`src/rtl/layer_seq_pkg.sv`:
```
// Shared definitions for the layer sequencer: instruction opcodes, FSM states,
// instruction field positions and layer-type encodings.
package layer_seq_pkg;

    typedef enum logic [1:0] {
        OP_FC      = 2'b00,
        OP_POOL    = 2'b01,
        OP_ILLEGAL = 2'b10,
        OP_END     = 2'b11
    } opcode_e;

    typedef enum logic [2:0] {
        StIdle,
        StFetch,
        StDecode,
        StLaunch,
        StRun,
        StDone
    } state_e;

    // Instruction field positions
    localparam int unsigned OPCODE_MSB     = 31;
    localparam int unsigned OPCODE_LSB     = 30;
    localparam int unsigned WR_COUNT_MSB   = 15;
    localparam int unsigned WR_COUNT_LSB   = 0;
    localparam int unsigned WR_COUNT_WIDTH = WR_COUNT_MSB - WR_COUNT_LSB + 1;

    // Layer types as driven on layer_signal
    localparam logic FULLY_CONVOL = 1'b0;
    localparam logic POOLING      = 1'b1;

endpackage

```
`src/rtl/layer_sequencer_write_arbiter.sv`:
```
// Two-requester round-robin write arbiter with a registered output-buffer port.
// Ports:
//   clk, rst_n            clock, asynchronous active-low reset
//   clr                   clears the write pointer and registered address
//   act_req, pool_req     (already qualified) write requests
//   act_data, pool_data   write data, stable while the request is high
//   act_ack, pool_ack     combinational grants, at most one per cycle
//   wr_en/wr_addr/wr_data registered write port, one cycle after the grant
module write_arbiter #(
    parameter int unsigned DATA_WIDTH  = 16,
    parameter int unsigned WADDR_WIDTH = 12
) (
    input  logic                   clk,
    input  logic                   rst_n,
    input  logic                   clr,
    input  logic                   act_req,
    input  logic                   pool_req,
    input  logic [DATA_WIDTH-1:0]  act_data,
    input  logic [DATA_WIDTH-1:0]  pool_data,
    output logic                   act_ack,
    output logic                   pool_ack,
    output logic                   wr_en,
    output logic [WADDR_WIDTH-1:0] wr_addr,
    output logic [DATA_WIDTH-1:0]  wr_data
);

    logic                   prio_pool_q;  // 1: pooling wins the next tie
    logic [WADDR_WIDTH-1:0] ptr_q;

    always_comb begin
        act_ack  = 1'b0;
        pool_ack = 1'b0;
        if (act_req && pool_req) begin
            if (prio_pool_q) begin
                pool_ack = 1'b1;
            end else begin
                act_ack = 1'b1;
            end
        end else begin
            act_ack  = act_req;
            pool_ack = pool_req;
        end
    end

    always_ff @(posedge clk or negedge rst_n) begin
        if (!rst_n) begin
            prio_pool_q <= 1'b0;
            ptr_q       <= '0;
            wr_en       <= 1'b0;
            wr_addr     <= '0;
            wr_data     <= '0;
        end else begin
            wr_en <= act_ack | pool_ack;
            if (clr) begin
                ptr_q   <= '0;
                wr_addr <= '0;
            end else if (act_ack || pool_ack) begin
                wr_data     <= act_ack ? act_data : pool_data;
                wr_addr     <= ptr_q;
                ptr_q       <= ptr_q + 1'b1;
                prio_pool_q <= act_ack;
            end
        end
    end

endmodule

```
`src/rtl/layer_sequencer.sv`:
```
// Layer sequencer: fetches instructions, launches the fully-connected or pooling
// engine per instruction, funnels the engines' output writes into the output
// buffer and tracks completion of each layer.
// Ports:
//   clk, rst_n                     clock, asynchronous active-low reset
//   start                          begin execution at instruction address 0
//   instr_rd/instr_addr/instr_data instruction fetch (data one cycle after rd)
//   layer_signal                   current layer (0 FULLY_CONVOL, 1 POOLING)
//   fc_start/pool_start            engine start pulses
//   fc_done/pool_done              engine completion pulses
//   act_wr_*/pool_wr_*             write request/data/ack from the two units
//   wr_en/wr_addr/wr_data          registered output-buffer write port
//   busy, done, err                running, end-of-program pulse, sticky error
module layer_sequencer
    import layer_seq_pkg::*;
#(
    parameter int unsigned INSTRUCTION_WIDTH = 32,
    parameter int unsigned ADDR_WIDTH        = 8,
    parameter int unsigned DATA_WIDTH        = 16,
    parameter int unsigned WADDR_WIDTH       = 12
) (
    input  logic                         clk,
    input  logic                         rst_n,
    input  logic                         start,
    output logic                         instr_rd,
    output logic [ADDR_WIDTH-1:0]        instr_addr,
    input  logic [INSTRUCTION_WIDTH-1:0] instr_data,
    output logic                         layer_signal,
    output logic                         fc_start,
    output logic                         pool_start,
    input  logic                         fc_done,
    input  logic                         pool_done,
    input  logic                         act_wr_req,
    input  logic                         pool_wr_req,
    input  logic [DATA_WIDTH-1:0]        act_wr_data,
    input  logic [DATA_WIDTH-1:0]        pool_wr_data,
    output logic                         act_wr_ack,
    output logic                         pool_wr_ack,
    output logic                         wr_en,
    output logic [WADDR_WIDTH-1:0]       wr_addr,
    output logic [DATA_WIDTH-1:0]        wr_data,
    output logic                         busy,
    output logic                         done,
    output logic                         err
);

    state_e                    state_q, state_d;
    logic [ADDR_WIDTH-1:0]     instr_addr_q, instr_addr_d;
    logic                      layer_q, layer_d;
    logic [WR_COUNT_WIDTH-1:0] wr_count_q, wr_count_d;
    logic [WR_COUNT_WIDTH-1:0] wr_cnt_q, wr_cnt_d;
    logic                      done_seen_q, done_seen_d;
    logic                      err_q, err_d;

    opcode_e opcode;
    logic    in_run, cnt_full, sel_done, other_done;
    logic    act_match, pool_match, act_qual, pool_qual, grant, clr_wr;
    logic    unused_instr;

    assign opcode       = opcode_e'(instr_data[OPCODE_MSB:OPCODE_LSB]);
    assign unused_instr = ^instr_data[OPCODE_LSB-1:WR_COUNT_MSB+1];

    assign in_run     = (state_q == StRun);
    assign cnt_full   = (wr_cnt_q == wr_count_q);
    assign sel_done   = (layer_q == POOLING) ? pool_done : fc_done;
    assign other_done = (layer_q == POOLING) ? fc_done : pool_done;
    assign act_match  = (layer_q == FULLY_CONVOL);
    assign pool_match = (layer_q == POOLING);

    // Only the unit owning the current layer may write, and only until its quota is met
    assign act_qual  = act_wr_req & in_run & act_match & ~cnt_full;
    assign pool_qual = pool_wr_req & in_run & pool_match & ~cnt_full;
    assign grant     = act_wr_ack | pool_wr_ack;

    write_arbiter #(
        .DATA_WIDTH  (DATA_WIDTH),
        .WADDR_WIDTH (WADDR_WIDTH)
    ) u_write_arbiter (
        .clk       (clk),
        .rst_n     (rst_n),
        .clr       (clr_wr),
        .act_req   (act_qual),
        .pool_req  (pool_qual),
        .act_data  (act_wr_data),
        .pool_data (pool_wr_data),
        .act_ack   (act_wr_ack),
        .pool_ack  (pool_wr_ack),
        .wr_en     (wr_en),
        .wr_addr   (wr_addr),
        .wr_data   (wr_data)
    );

    always_comb begin
        state_d      = state_q;
        instr_addr_d = instr_addr_q;
        layer_d      = layer_q;
        wr_count_d   = wr_count_q;
        wr_cnt_d     = wr_cnt_q;
        done_seen_d  = done_seen_q;
        err_d        = err_q;
        clr_wr       = 1'b0;

        if (grant) begin
            wr_cnt_d = wr_cnt_q + 1'b1;
        end
        if ((state_q == StLaunch || in_run) && sel_done) begin
            done_seen_d = 1'b1;
        end

        unique case (state_q)
            StIdle: begin
                if (start) begin
                    state_d      = StFetch;
                    instr_addr_d = '0;
                    err_d        = 1'b0;
                    clr_wr       = 1'b1;
                end
            end
            StFetch: begin
                state_d = StDecode;
            end
            StDecode: begin
                wr_cnt_d    = '0;
                done_seen_d = 1'b0;
                unique case (opcode)
                    OP_FC, OP_POOL: begin
                        layer_d    = (opcode == OP_POOL) ? POOLING : FULLY_CONVOL;
                        wr_count_d = instr_data[WR_COUNT_MSB:WR_COUNT_LSB];
                        state_d    = StLaunch;
                    end
                    OP_END: begin
                        state_d = StDone;
                    end
                    default: begin
                        err_d   = 1'b1;
                        state_d = StDone;
                    end
                endcase
            end
            StLaunch: begin
                state_d = StRun;
            end
            StRun: begin
                if ((done_seen_q || sel_done) && cnt_full) begin
                    instr_addr_d = instr_addr_q + 1'b1;
                    if (&instr_addr_q) begin
                        // Running off the end of instruction memory is a program error
                        err_d   = 1'b1;
                        state_d = StDone;
                    end else begin
                        state_d = StFetch;
                    end
                end
            end
            StDone: begin
                state_d = StIdle;
            end
            default: begin
                state_d = StIdle;
            end
        endcase

        if (state_q != StIdle && other_done) begin
            err_d = 1'b1;
        end
        // Wrong-unit request, or a request past the layer's write quota
        if (in_run && ((act_wr_req && !act_match) || (pool_wr_req && !pool_match))) begin
            err_d = 1'b1;
        end
        if (in_run && cnt_full && ((act_wr_req && act_match) || (pool_wr_req && pool_match))) begin
            err_d = 1'b1;
        end
    end

    always_ff @(posedge clk or negedge rst_n) begin
        if (!rst_n) begin
            state_q      <= StIdle;
            instr_addr_q <= '0;
            layer_q      <= FULLY_CONVOL;
            wr_count_q   <= '0;
            wr_cnt_q     <= '0;
            done_seen_q  <= 1'b0;
            err_q        <= 1'b0;
        end else begin
            state_q      <= state_d;
            instr_addr_q <= instr_addr_d;
            layer_q      <= layer_d;
            wr_count_q   <= wr_count_d;
            wr_cnt_q     <= wr_cnt_d;
            done_seen_q  <= done_seen_d;
            err_q        <= err_d;
        end
    end

    assign instr_rd     = (state_q == StFetch);
    assign instr_addr   = instr_addr_q;
    assign layer_signal = layer_q;
    assign fc_start     = (state_q == StLaunch) && (layer_q == FULLY_CONVOL);
    assign pool_start   = (state_q == StLaunch) && (layer_q == POOLING);
    assign busy         = (state_q != StIdle);
    assign done         = (state_q == StDone);
    assign err          = err_q;

endmodule

```
`config.mk`:
```
export PLATFORM = sky130hd
export DESIGN_NAME = layer_sequencer
export DESIGN_NICKNAME = d
export VERILOG_FILES = /design/src/rtl/layer_seq_pkg.sv /design/src/rtl/layer_sequencer_write_arbiter.sv /design/src/rtl/layer_sequencer.sv
export SDC_FILE = /design/constraint.sdc
export NUM_CORES = 1
export LEC_CHECK = 0
export ABC_AREA = 0
export ABC_CLOCK_PERIOD_IN_PS = 6100
export BUFFER_PORTS_ARGS = -buffer_cell sky130_fd_sc_hd__clkbuf_2
export CAP_MARGIN = 40
export CORE_UTILIZATION = 55
export CTS_BUF_LIST = sky130_fd_sc_hd__clkbuf_4 sky130_fd_sc_hd__clkbuf_8 sky130_fd_sc_hd__clkbuf_16
export CTS_CLUSTER_SIZE = 25
export DETAILED_ROUTE_END_ITERATION = 7
export GPL_TIMING_DRIVEN = 0
export PLACE_DENSITY = 0.84
export SLEW_MARGIN = 0
export SYNTH_ARGS = -nofsm -noshare
export SYNTH_HDL_FRONTEND = slang
export SYNTH_SLANG_ARGS = --single-unit
```
`constraint.sdc`:
```
create_clock -name clk -period 6.1 [get_ports clk]
set_clock_uncertainty 0.1 [all_clocks]
set_input_delay 0.61 -clock clk [delete_from_list [all_inputs] [get_ports clk]]
set_output_delay 0.61 -clock clk [all_outputs]
set_load 0.01 [all_outputs]
```
After elaboration in Yosys (flattened, before gate mapping). Cells that the tools add are included.

Register bits: 88. Bits in latches: 0. Bits in writable memories: 0. Memory bits (read-only): 0. Input port bits: 71. Output and inout bits: 46. Logic and storage cells: 108. Memories: 0.

$add $sub $neg: 3. Multiply operators: 0. Divide/modulo/power cells: 0. $lt $le $gt $ge: 0. Equality and inequality tests: 14. Shift operators: 0. Muxes and demuxes: 34. Bitwise logic cells: 10. Reduce and logical (&&, ||, !) cells: 35.

Operators by type and width (count): $mux 12 (4); $mux 16 (3); $mux 1 (18); $add 16x1->16 const B (1); $eq 16x16->1 (1); $mux 8 (2); $pmux 8 s2 (1); $pmux 3 s5 (1); $logic_and 1x1->1 (13); $add 12x1->12 const B (1); $mux 3 (4); $ne 5x1->1 const B (2); $ne 5x5->1 const B (2); $add 8x1->8 const B (1); $reduce_and 8->1 (1); $reduce_bool 2->1 (4); $and 1x1->1 (6); $eq 3x2->1 const B (2); $eq 3x3->1 const B (2); $reduce_and 2->1 (3); $reduce_bool 6->1 (1); $logic_or 1x1->1 (5); $reduce_and 5->1 (1); $eq 3x1->1 const B (1); other kinds (14) (16).

Logic depth before layout (Yosys ltp). Gate-level depths: netlist of run 1.

Depth after elaboration: 9. Mapped depth: 10. Mapped depth without buffers: 7.

Modules after synthesis. From an unflattened synthesis of run 1, not the netlist that was laid out.

Cell total of the unflattened synthesis: 429. Area, all modules: 4374.2 um^2.

By module, submodules not included: layer_sequencer (times used 1, cells an instance 236, area each 2456.1 um^2); write_arbiter (times used 1, cells an instance 193, area each 1918.1 um^2).

Worst setup path before layout of run 1. Ideal clock, no wire load.

Kind: input to output. Start point: in act_wr_req. End point: out act_wr_ack. Data arrival time: 1.437 ns. Required time: 5.390 ns. Slack: 3.953 ns. Cell stages on the path: 4. Buffers on the path: 2. Cells stage by stage: nand2b_1 -> buf_4 -> buf_1 -> nor2_1.

Cells in the longest elaborated chain, start to end: 5.

RTL lines: from (decl) (line layer_sequencer.sv:33) `input logic act_wr_req,`; $and 1x1->1 (*) (3 in a row) (line layer_sequencer.sv:71) `assign act_qual = act_wr_req & in_run & act_match & ~cnt_full;`; $logic_and 1x1->1 (line layer_sequencer_write_arbiter.sv:33) `if (act_req && pool_req) begin`; $mux 1 (*) (line layer_sequencer_write_arbiter.sv:33); to (decl) (line layer_sequencer.sv:37) `output logic act_wr_ack,`.

Mark *: on every way between the ends. The rest lies on a longest branch, timed or not.

Final worst setup path of run 1.
Start point: reg wr_cnt_q[0]. End point: out pool_wr_ack.

Cells in the longest elaborated chain, start to end: 5.

RTL lines: from (decl) (line layer_sequencer.sv:51) `logic [WR_COUNT_WIDTH-1:0] wr_cnt_q, wr_cnt_d;`; from (signal assigned) (line layer_sequencer.sv:189) `wr_cnt_q <= wr_cnt_d;`; $eq 16x16->1 (*) (line layer_sequencer.sv:64) `assign cnt_full = (wr_cnt_q == wr_count_q);`; $not 1->1 (*) (line layer_sequencer.sv:71, layer_sequencer.sv:72); $and 1x1->1 (on tied branches) (line layer_sequencer.sv:71, layer_sequencer.sv:72); $logic_and 1x1->1 (line layer_sequencer_write_arbiter.sv:33); $mux 1 (*) (line layer_sequencer_write_arbiter.sv:33); to (decl) (line layer_sequencer.sv:38) `output logic pool_wr_ack,`.

Marks and branches as above.

==> flow_summary.yaml, run 1 <==
status:
  run_status: "finished, final reports clean"
job:
  drv_cap: 0
sta:
  period_minus_slack_ns: 2.89
  tns_ns: 0
  fmax_mhz: 346
  fin_hold_ws_ns: 0.113
  tightest_slew_ns: 0.721
  setup_viol: 0
  fin_crit_sh_pct: 47.4
  final_max_slew_viol_count: 0
  rsz0062_at_grt: "false"
  hold_viol: 0
  slew_headroom_pct: 51.8
  setup_ws_ns: 3.21
synth:
  seq_area_frac_synth_pct: 49.8
  ys_seq_elements: 87
  synth-compound-area-share_pct: 8.62
  synth_flop_cell: "dfrtp_1"
  synthCells: 440
  synthTopCellsByCount: "dfrtp_1 (87), nand2_1 (76), nand3_1 (32)"
  synth_top_area_cell: "dfrtp_1"
  synthArstFlopShare_pct: 100
  synth_edf_count: 0
  muxShareOfSynthArea_pct: 10.6
  synthSimpleGateAreaFrac_pct: 22.3
  yosys-top-cells-area: "dfrtp_1 (50%), nand2_1 (6.5%), mux2i_1 (5.7%), mux2_2 (4.9%), nand3_1 (3.7%)"
  syn-mean-instance-area_sq_um: 9.93
  mappedNetlistArea_sq_um: 4370
  yosys_warnings: 0
  synth_adder_area_share_pct: 0.859
  synthXorXnorAreaFrac_pct: 4.21
  yosysUniqueCellTypes: 49
  synth_top_family_by_area: "simple AND/OR/NAND/NOR gates"
  yosys.area.top_type_share_pct: 49.8
  syn_nets: 514
  yosysMostFrequentCell: "dfrtp_1"
detailed_routing:
  first_pass_iters: 5
  ant_nets: 0
  drt-total-wl_um: 10100
  wl_per_cell_um: 15.2
  viasPerCell: 5.69
  vias: 3764
  drt_iter0_drc: 311
  drc: 0
worst_setup_path:
  critical_path_arrival_ns: 2.18
  worstSetupPathType: "reg -> out"
  cp_max_fo: 10
  endpoint_kind: "output pin"
  worstPathRequired_ns: 5.39
  worstSetupStartpointType: "flop"
  timing.rr.end: "u_write_arbiter.ptr_q[6]"
  rrSetupSlack_ns: 3.74
  reg2reg_from: "layer_signal"
  worstRegToRegCells: 9
power:
  p_comb_share_pct: 34.2
  p_switching_mw: 0.680
  swShare_pct: 36.4
  p_seq_share_pct: 43.0
  power.density_nw_per_um2: 355
  p_leak_nw: 2.69
  peakVddDrop_uv: 239
  p_int_mw: 1.19
  finalPower_mw: 1.87
  clkPwrFrac_pct: 22.9
clock_network:
  cts_setup_buffers: 0
  clock_latency_ns: 0.36
  htree_levels: 3
  cts-root-buf: "clkbuf_8"
  cts_buffers: 9
  cts_buffer_depth: 2
  hold_buffers: 0
  clk_pin_slew_ns: 0.08
  cts_tree: "built"
  postCtsResizedCells: 0
  cts.sinks: 87
die:
  rows: 32
  die-area_sq_um: 8310
  start_util_pct: 56.9
  ios: 117
  die_w_um: 91.1
  core_sq_um: 7690
  fp.dieH_um: 91.1
finish:
  antennaDiodeCount: 0
  layout-drive-gt1-share_pct: 29.5
  nets: 628
  area_delta_synth_final_pct: 20.2
global_route:
  antenna_found_initial: 0
  grt_max_degree: 58
  grt_usage_pct: 25.2
  grt-ovfl-total: 0
  grt_pass1_wl_um: 16400
  grt_pass1_vias: 3455
placement:
  place_hpwl_um: 7410
  dp_slack_ns: 3.62
  portBuffers: 102
  place_congestion: 0.877
worst_hold_path:
  hp-class: "in -> async"
worst max-delay path, cell delays in order, from the launching register on:
cell      delay [ns]
dfrtp_1         0.45
xor2_1          0.18
nor4_1          0.37
nand4_1         0.23
buf_6           0.22
nand2_2         0.15
nor2_1          0.09
clkbuf_2        0.13
through the flow:
stage	instance area (sq um)	utilization (%)	instances
detailed placement	5040	65.5	645
floorplan	4370	-	440
global route	5260	68.4	661
global placement	5010	65.2	644
finish	5260	68.4	661
CTS	5260	68.4	661
per-layer routing:
layer  track usage (%)  up-vias  wire (um)
li1                  -     1789          -
met1              32.6     1819       4280
met2              42.7      138       5100
met3              4.77       18        503
met4              8.60        0        192
met5                 0        -          0
power by group through the flow:
stage	registers, mW	logic (mW)	clock network (mW)
2_1_floorplan	0.820	0.406	0
3_3_place_gp	0.805	0.608	0
3_5_place_dp	0.812	0.639	0
4_1_cts	0.802	0.642	0.434
5_1_grt	0.819	0.696	0.460
6_report	0.802	0.637	0.427
placed cells by master (no fill, tap or decap), types with 2 or more instances in the layout:
cell	netlist	final
a21o_1	3	3
a21oi_1	16	16
a31oi_1	3	3
and2_1	3	3
and3_1	8	8
buf_1	3	3
buf_2	9	9
buf_4	4	4
clkbuf_1	6	6
clkbuf_2	0	101
clkbuf_8	0	11
clkinv_4	0	3
dfrtp_1	87	87
ha_1	3	3
inv_1	9	9
mux2_2	19	19
mux2i_1	25	25
nand2_1	76	76
nand2_2	2	2
nand2b_1	4	4
nand3_1	32	32
nand3b_1	2	2
nand4_1	8	8
nor2_1	20	20
nor2b_1	2	2
nor3_1	7	7
nor4_1	5	5
nor4_2	3	3
o211ai_1	3	3
o21ai_0	25	25
o311ai_0	2	2
o31ai_1	4	4
or3_1	5	5
or4_1	5	5
xnor2_1	4	4
xor2_1	17	17
flip-flops by register name, summed over array words and instances (netlist names), 3 cells and up:
signal and cells:
instr_addr 8, state_q 3, u_write_arbiter.ptr_q 12, u_write_arbiter.wr_addr 12, u_write_arbiter.wr_data 16, wr_cnt_q 16
wr_count_q 16
how the worst max path moves through the flow:
| stage | startpoint | to | slack (ns) | cells after the start |
|---|---|---|---|---|
| floorplan | act_wr_req | act_wr_ack | 3.95 | 4 |
| global placement | rst_n | u_write_arbiter.wr_data[2] | 3.40 | 1 |
| detailed placement | act_wr_req | act_wr_ack | 3.62 | 6 |
| CTS | wr_cnt_q[0] | pool_wr_ack | 3.23 | 7 |
| global route | wr_cnt_q[0] | pool_wr_ack | 3.10 | 7 |
| finish | wr_cnt_q[0] | pool_wr_ack | 3.21 | 7 |
cells by family after synthesis:
| family | count (synthesis) |
|---|---|
| xor gates and xnor gates | 21 |
| muxes | 44 |
| adders and majority gates | 3 |
| and+or+nand+nor | 189 |
| AOI/OAI and AO/OA | 63 |
| DFF | 87 |
| buffers and inverters | 33 |
layout make-up:
class,count,area [sq um]
fillers,636,2430
multi-input cells,320,2040
plain buffers,23,120
inverters,10,37.5
clock buffers,11,151
well taps,102,128
clock inverters,5,65.1
flip-flops and latches,87,2180
repair buffers,103,541
Power figures use the tool's default switching activity.
==> inputs of run 2 (changes only) <==
- ABC_CLOCK_PERIOD_IN_PS: 6100 -> 2400
- CORE_UTILIZATION: 55 -> 48
- PLACE_DENSITY: 0.84 -> 0.78
- clock period: 6.1 -> 2.4 ns (I/O delays scaled with it)
==> run 2 against run 1 <==
Total power rose to 2.5 times the previous value. Via count is 0.58% lower. Critical path depth is the same. Sequential power grew to 2.5 times the previous value. First-iteration DRC count shrank 16%. Worst setup slack worse by 3.2 ns. Critical path type unchanged. Critical endpoint unchanged. Highest routed layer unchanged.
==> flow_summary.yaml, run 2 (synthesized netlist as in run 1, its figures left out) <==
placement:
  placed_area_sq_um: 5050
  place_hpwl_um: 7480
  portBuffers: 102
  place_congestion: 0.855
  dp_slack_ns: 0.0470
worst_hold_path:
  hold_end: "wr_count_q[15]"
  hold_depth: 2
  hp-class: "in -> reg"
  hp-start: "instr_data[15]"
die:
  core_sq_um: 8760
  start_util_pct: 49.9
  rows: 34
  die-area_sq_um: 9490
  die_w_um: 97.4
  fp.dieH_um: 97.4
  ios: 117
detailed_routing:
  first_pass_iters: 6
  drt_iter0_drc: 260
  vias: 3742
  wl_per_cell_um: 15.2
  viasPerCell: 5.54
  ant_nets: 0
  drc: 0
  drt-total-wl_um: 10200
sta:
  final_max_slew_viol_count: 0
  setup_ws_ns: 0.0312
  fmax_mhz: 422
  slew_headroom_pct: 57.1
  setup_viol: 0
  rsz0062_at_grt: "true"
  fin_hold_ws_ns: 0.00843
  fin_crit_sh_pct: 98.7
  tns_ns: 0
  hold_viol: 0
  tightest_slew_ns: 0.641
  period_minus_slack_ns: 2.37
worst_setup_path:
  endpoint_kind: "output pin"
  reg2reg_from: "wr_cnt_q[0]"
  worstSetupPathType: "reg -> out"
  worstPathRequired_ns: 2.06
  critical_path_arrival_ns: 2.03
  worstRegToRegCells: 8
  rrSetupSlack_ns: 0.07
  cp_cell_sequence: "xor2_1, nor4_2, nand4_1, buf_6, nand2_8, nor2_1, clkbuf_2"
  max_stage_delay_ns: 0.45
  critPathTopFamily: "simple AND/OR/NAND/NOR gates"
  cp_max_fo: 8
  crit_path_top_delay_cell: "dfrtp_1"
  crit_buf_inv: 2
  worstSetupStartpointType: "flop"
  timing.rr.end: "instr_addr[4]"
finish:
  final_cell_mix: "clkbuf_2 (102), dfrtp_1 (84), nand2_1 (76)"
  area_delta_synth_final_pct: 22.4
  design_area_sq_um: 5350
  layout-drive-gt1-share_pct: 31.6
  n_fill_cell: 769
  final_common_cell: "clkbuf_2"
  top_regs: "u_write_arbiter.wr_data x16, wr_cnt_q x16, wr_count_q x16"
  antennaDiodeCount: 0
  nets: 636
clock_network:
  cts_tree: "built"
  clk_pin_slew_ns: 0.09
  cts_buffer_depth: 2
  cts_buffers: 9
  cts.sinks: 87
  clock_latency_ns: 0.36
  cts-root-buf: "clkbuf_8"
  htree_levels: 3
global_route:
  grt_pass1_wl_um: 17000
  grt_pass1_vias: 3580
  grt-ovfl-total: 0
  grt_usage_pct: 22.3
  grt_max_degree: 49
  antenna_found_initial: 0
power:
  power.density_nw_per_um2: 884
  peakVddDrop_uv: 476
  p_leak_nw: 2.72
job:
  drv_cap: 0
status:
  run_status: "finished, final reports clean"
==> run 2: cell type report <==
cell class                 count  area [sq um]  share of cell area, %
buffer                        22           118                   2.20
clock buffer                  11           139                   2.60
clock inverter                 5          58.8                   1.10
inverter                      10          37.5                  0.702
multi-input combinational    320          2070                   38.6
sequential                    87          2180                   40.8
tap                          108           135                   2.53
timing repair buffer         112           613                   11.5
==> run 2: what timing repair did <==
item	4_1_cts	5_1_grt
buffers inserted	2	5
hold endpoints to repair	40	0
hold buffers	2	0
pin swaps	2	6
endpoints found under the setup margin	2	30
gates resized for setup	3	9
==> run 2: per-layer routing <==
metal	global-route usage, %	wire (um)	up-vias
li1	-	-	1787
met1	29.4	4470	1809
met2	37.6	5130	130
met3	3.24	468	16
met4	7.81	160	0
met5	0	0	-
==> run 2: per-stage QoR <==
step / instances / util, % / power [mW]
6_report: 675 / 61.0 / 4.73
5_1_grt: 675 / 61.0 / 5.03
4_1_cts: 671 / 60.3 / 4.72
3_5_place_dp: 651 / 57.6 / 3.68
3_3_place_gp: 650 / 57.2 / 3.60
2_1_floorplan: 440 / - / 3.12
==> run 2: report_power, final <==
group	switching, mW	leakage (nW)	total [mW]	internal [mW]
logic	0.972	1.48	1.66	0.684
clock network	0.532	0.0964	1.04	0.505
registers	0.229	1.14	2.04	1.81
==> run 2: worst max path at each step <==
stage	start	end	slack, ns	cells after the start
after floorplan	layer_signal	wr_cnt_q[5]	0.41	9
after global placement	rst_n	u_write_arbiter.wr_data[6]	0.04	1
after detailed placement	wr_cnt_q[0]	u_write_arbiter.wr_addr[8]	0.05	9
after CTS	wr_cnt_q[7]	pool_wr_ack	0.02	7
after global routing	wr_cnt_q[0]	pool_wr_ack	-0.13	7
final	wr_cnt_q[0]	pool_wr_ack	0.03	7
